<file path="src/rtl/seizure_pkg.sv">
// Shared definitions for the seizure detection chain: FSM state encoding
// and default debounce parameters used by the detector top level.
package seizure_pkg;

  typedef enum logic [1:0] {
    ST_IDLE    = 2'd0,
    ST_ONSET   = 2'd1,
    ST_ALARM   = 2'd2,
    ST_RECOVER = 2'd3
  } state_e;

  localparam int DEF_ONSET_CNT = 3;
  localparam int DEF_CLEAR_CNT = 5;
  localparam int DEF_MIN_HOLD  = 8;

endpackage

</file>
<file path="src/rtl/sat_counter.sv">
// Saturating up-counter. A clear and an increment in the same cycle load
// the value 1, which lets the FSM restart a run with a single strobe pair.
module sat_counter #(
  parameter int WIDTH = 8
) (
  input  logic             clk,
  input  logic             rst,
  input  logic             clear,
  input  logic             inc,
  input  logic [WIDTH-1:0] max,
  output logic [WIDTH-1:0] q
);

  logic [WIDTH-1:0] q_q;
  logic [WIDTH-1:0] q_d;
  logic [WIDTH-1:0] base_s;

  // Next count: optional clear first, then a capped increment.
  always_comb begin
    base_s = q_q;
    q_d    = q_q;
    if (clear) begin
      base_s = '0;
    end else begin
      base_s = q_q;
    end
    if (inc && (base_s < max)) begin
      q_d = base_s + WIDTH'(1);
    end else begin
      q_d = base_s;
    end
  end

  // Count register.
  always_ff @(posedge clk) begin
    if (rst) begin
      q_q <= '0;
    end else begin
      q_q <= q_d;
    end
  end

  assign q = q_q;

endmodule

</file>
<file path="src/rtl/seizure_alarm.sv">
// Onset/recovery debounce of the per-window seizure decision into a latched
// alarm, with a sticky acknowledged interrupt and a saturating event count.
module seizure_alarm
  import seizure_pkg::*;
#(
  parameter int ONSET_CNT = DEF_ONSET_CNT,
  parameter int CLEAR_CNT = DEF_CLEAR_CNT,
  parameter int MIN_HOLD  = DEF_MIN_HOLD,
  parameter int CNT_WIDTH = 8,
  parameter int EVT_WIDTH = 16
) (
  input  logic                 clk,
  input  logic                 rst,
  input  logic                 en,
  input  logic                 sample,
  input  logic                 seizure,
  input  logic                 ack,
  output logic                 alarm,
  output logic                 irq,
  output logic [EVT_WIDTH-1:0] event_count,
  output logic [1:0]           state
);

  state_e state_q, state_d;
  logic   alarm_q, alarm_d;
  logic   irq_q, irq_d;

  logic step_s, entry_s;
  logic run_clr_s, run_inc_s, hold_clr_s, hold_inc_s, neg_clr_s, neg_inc_s;
  logic [CNT_WIDTH-1:0] run_s, hold_s, neg_s;

  // en is active low: windows only advance while it is deasserted.
  assign step_s = sample & ~en;

  // Next-state, counter strobes and event entry.
  always_comb begin
    state_d    = state_q;
    entry_s    = 1'b0;
    run_clr_s  = 1'b0;
    run_inc_s  = 1'b0;
    hold_clr_s = 1'b0;
    hold_inc_s = 1'b0;
    neg_clr_s  = 1'b0;
    neg_inc_s  = 1'b0;
    if (step_s) begin
      case (state_q)
        ST_IDLE: begin
          if (seizure) begin
            run_clr_s = 1'b1;
            run_inc_s = 1'b1;
            if (ONSET_CNT == 1) begin
              state_d = ST_ALARM;
              entry_s = 1'b1;
            end else begin
              state_d = ST_ONSET;
            end
          end else begin
            state_d = ST_IDLE;
          end
        end
        ST_ONSET: begin
          if (seizure) begin
            run_inc_s = 1'b1;
            if (run_s == CNT_WIDTH'(ONSET_CNT - 1)) begin
              state_d = ST_ALARM;
              entry_s = 1'b1;
            end else begin
              state_d = ST_ONSET;
            end
          end else begin
            run_clr_s = 1'b1;
            state_d   = ST_IDLE;
          end
        end
        ST_ALARM: begin
          if (hold_s < CNT_WIDTH'(MIN_HOLD)) begin
            hold_inc_s = 1'b1;
          end else if (!seizure) begin
            if (CLEAR_CNT == 1) begin
              state_d    = ST_IDLE;
              run_clr_s  = 1'b1;
              hold_clr_s = 1'b1;
              neg_clr_s  = 1'b1;
            end else begin
              state_d   = ST_RECOVER;
              neg_clr_s = 1'b1;
              neg_inc_s = 1'b1;
            end
          end else begin
            state_d = ST_ALARM;
          end
        end
        ST_RECOVER: begin
          if (seizure) begin
            // A relapse resumes the same event: hold and event count untouched.
            neg_clr_s = 1'b1;
            state_d   = ST_ALARM;
          end else if (neg_s == CNT_WIDTH'(CLEAR_CNT - 1)) begin
            state_d    = ST_IDLE;
            run_clr_s  = 1'b1;
            hold_clr_s = 1'b1;
            neg_clr_s  = 1'b1;
          end else begin
            neg_inc_s = 1'b1;
          end
        end
        default: begin
          state_d = ST_IDLE;
        end
      endcase
    end else begin
      state_d = state_q;
    end
    if (entry_s) begin
      hold_clr_s = 1'b1;
    end else begin
      hold_clr_s = hold_clr_s;
    end
  end

  // Registered outputs; irq set takes precedence over a same-cycle ack.
  always_comb begin
    alarm_d = (state_d == ST_ALARM) || (state_d == ST_RECOVER);
    if (entry_s) begin
      irq_d = 1'b1;
    end else if (ack) begin
      irq_d = 1'b0;
    end else begin
      irq_d = irq_q;
    end
  end

  // State and output registers.
  always_ff @(posedge clk) begin
    if (rst) begin
      state_q <= ST_IDLE;
      alarm_q <= 1'b0;
      irq_q   <= 1'b0;
    end else begin
      state_q <= state_d;
      alarm_q <= alarm_d;
      irq_q   <= irq_d;
    end
  end

  sat_counter #(.WIDTH(CNT_WIDTH)) u_run (
    .clk(clk), .rst(rst), .clear(run_clr_s), .inc(run_inc_s),
    .max(CNT_WIDTH'(ONSET_CNT)), .q(run_s)
  );

  sat_counter #(.WIDTH(CNT_WIDTH)) u_hold (
    .clk(clk), .rst(rst), .clear(hold_clr_s), .inc(hold_inc_s),
    .max(CNT_WIDTH'(MIN_HOLD)), .q(hold_s)
  );

  sat_counter #(.WIDTH(CNT_WIDTH)) u_neg (
    .clk(clk), .rst(rst), .clear(neg_clr_s), .inc(neg_inc_s),
    .max(CNT_WIDTH'(CLEAR_CNT)), .q(neg_s)
  );

  sat_counter #(.WIDTH(EVT_WIDTH)) u_evt (
    .clk(clk), .rst(rst), .clear(1'b0), .inc(entry_s),
    .max({EVT_WIDTH{1'b1}}), .q(event_count)
  );

  assign alarm = alarm_q;
  assign irq   = irq_q;
  assign state = state_q;

endmodule
</file>
<file path="config.mk">
export PLATFORM = sky130hd
export DESIGN_NAME = seizure_alarm
export DESIGN_NICKNAME = d
export VERILOG_FILES = /design/src/rtl/seizure_pkg.sv /design/src/rtl/sat_counter.sv /design/src/rtl/seizure_alarm.sv
export SDC_FILE = /design/constraint.sdc
export NUM_CORES = 1
export LEC_CHECK = 0
export CORE_ASPECT_RATIO = 1.75
export CORE_MARGIN = 1
export CORE_UTILIZATION = 23
export DETAILED_ROUTE_END_ITERATION = 6
export PLACE_DENSITY_LB_ADDON = 0.15
export SKIP_CTS_REPAIR_TIMING = 1
export SKIP_LAST_GASP = 1
export SYNTH_ARGS = -nofsm -noshare
export SYNTH_HDL_FRONTEND = slang
export SYNTH_SLANG_ARGS = --single-unit
</file>
<file path="constraint.sdc">
create_clock -name clk -period 7 [get_ports clk]
set_input_delay 2.1 -clock clk [delete_from_list [all_inputs] [get_ports clk]]
set_output_delay 2.1 -clock clk [all_outputs]
set_load 0.005 [all_outputs]
</file>
==> results.yml <==
flow_run:
  maxCapViolCount: 0
placement:
  io_buffers: 25
  post-place-ws_ns: 2.15
  finalWeightedCongestion: 0.709
  dp_hpwl_mm: 3.73
floorplan:
  die_w_um: 74.1
  die_h_um: 128
  die_area_um2: 9490
  start_util: 0.240
  core_area_um2: 8730
  rows: 45
  ioPinCount: 26
power:
  power_leakage_uw: 0.000991
  ir_drop_mv: 0.0785
  power_density_nw_per_um2: 191
routing:
  via_per_inst: 4.71
  postRouteWirelength_mm: 5.20
  dr.first_iter.drc_count: 88
  dr.pass1.iters: 4
  route.detailed.drc: 0
  via_count: 1781
  routedWlPerCell_um: 13.8
  antenna_left: 0
clock_network:
  insertion_delay_ns: 0.28
  path_clk_slew_ns: 0.06
  cts_sinks: 44
  htree_levels: 2
  ctsRootBufferMaster: "clkbuf_16"
  clk_path_buf_depth: 2
  cts_buffers: 5
  cts_tree: "done"
logic_synthesis:
  synthCells: 236
  netlist_area_um2: 2090
  async_flop_share: 0
  synth.distinct_cells: 50
  synth_edf_count: 0
  ys_seq_area_frac: 0.421
  synth_seq_cells: 44
  syn_area_per_cell_um2: 8.86
  synthFlopType: "dfxtp_1"
  syn_nets: 247
  yosys_warnings: 0
critical_path:
  crit_family: "simple AND/OR/NAND/NOR gates"
  cp_max_fo: 12
  r2r_end: "u_neg.q[2]"
  crit_start: "seizure"
  critical_path_arrival_ns: 4.81
  crit_path_max_incr_delay_ns: 0.62
  r2r_start: "u_neg.q[2]"
  cpMaxStageDelayCell: "clkdlybuf4s50_1"
  cp-start-kind: "input pin"
  cp-end-kind: "register"
  crit_cells: 12
  path_class: "in2reg"
  critPathBufInv: 2
  worstSetupEndpoint: "u_neg.q[2]"
  reg2reg_depth: 11
  path_cells: "clkdlybuf4s50_1 > nor2b_1 > o31ai_2 > or4b_4 > and2_1 > inv_1 > ha_1 > or2b_1 > nand3_1 > o22a_1 > a211o_1 > a21oi_2"
  ff2ff_setup_slack_ns: 3.97
  cp.required_ns: 7.22
layout:
  diodes: 0
  num-fill-cells: 927
  synthToLayoutAreaGrowth_pct: 24.2
  drive_gt1_frac: 0.0766
  nets: 272
global_routing:
  antenna_found_initial: 0
  grt_usage: 0.122
  grt_pass1_vias: 1750
  grt-ovfl-total: 0
  grt_pass1_wl_mm: 8.80
  grt_max_degree: 32
sta:
  slew_headroom: 0.465
  fin_setup_tns_ns: 0
  fin_worst_skew_ns: 0.00761
  fin_hold_ws_ns: 0.458
  slew_viol_final: 0
  hold_viol_final: 0
  min_period_ns: 4.59
  max_freq_ghz: 0.218
  min_period_over_period: 0.656
  setup_viol: 0
  rsz0062_at_grt: "no"
  fin_ws_ns: 2.41
  max_slew.worst_pin.slew_ns: 0.795
worst_hold_path:
  holdPathStages: 1
  hp-class: "reg2reg"
status:
  status: "finished, final reports clean"
==> placed cells by master (no fill, tap or decap), drive strengths merged, types with 7 or more instances in the layout <==
cell / n
and2: 10
or3: 7
nor2: 15
dfxtp: 44
nor2b: 10
clkdlybuf4s50: 25
nand4: 8
nand2: 11
o21ai: 10
nand3: 10
and3: 18
a21oi: 17
==> cells in the mapped netlist, types with 5 or more instances <==
cell type	n	area share
o21ai_0	10	0.024
nand4_1	8	0.024
and2_1	10	0.030
a21oi_1	16	0.038
o211ai_1	5	0.018
nand2_1	11	0.020
ha_1	5	0.030
nor3_1	5	0.012
nor2_1	15	0.027
dfxtp_1	44	0.42
inv_1	5	0.0090
and3_1	18	0.054
nand3_1	10	0.024
clkbuf_1	6	0.011
or3_1	7	0.021
nor2b_1	10	0.030
==> area by class of cell <==
cell class / instances / area, um2 / share of cell area
Clock inverter: 1 / 5.00 / 0.00193
Clock buffer: 6 / 129 / 0.0496
Timing Repair Buffer: 26 / 258 / 0.0992
Inverter: 5 / 18.8 / 0.00723
Sequential cell: 44 / 881 / 0.339
Tap cell: 117 / 146 / 0.0564
Multi-Input combinational cell: 179 / 1160 / 0.447
==> metal layers <==
metal,global-route usage,part of all wire
met5,0,0
met4,0.0554,0.026
met3,0.0252,0.035
met2,0.205,0.51
met1,0.144,0.43
==> sequential cells by signal (all words and copies together) (netlist names) <==
register / flops
u_evt.q: 16
u_hold.q: 8
u_neg.q: 8
u_run.q: 8
state: 2
alarm: 1
irq: 1
==> through the flow <==
stage,std cells,utilization,power [uW],area [um2]
floorplan,236,-,271,2090
finish,378,0.298,496,2600
global route,378,0.298,517,2600
detailed placement,371,0.282,280,2460
CTS,378,0.298,506,2600
global placement,371,0.282,280,2460
==> power breakdown <==
group / total [uW] / internal [uW] / switching [uW]
Combinational: 20.8 / 8.76 / 12.0
Sequential: 253 / 251 / 1.64
Clock: 223 / 130 / 92.9
==> kinds of logic (layout without fill, tap and decap cells) <==
kind of cell    Yosys count  after routing  share of synthesized area
simple gates            119            119                      0.338
compound gates           46             46                      0.145
flops                    44             44                      0.421
buf+inv                  13             38                     0.0239
fa+ha+maj                 5              5                     0.0299
xor+xnor                  5              5                     0.0209
mux                       4              4                     0.0209
==> worst min path at each step <==
stage / startpoint / end
floorplan: u_run.q[2] / u_run.q[2]
global placement: u_run.q[3] / u_run.q[3]
detailed placement: u_run.q[7] / u_run.q[7]
CTS: u_run.q[4] / u_run.q[4]
global route: u_run.q[7] / u_run.q[7]
finish: u_run.q[4] / u_run.q[4]
Power figures use the tool's default switching activity.
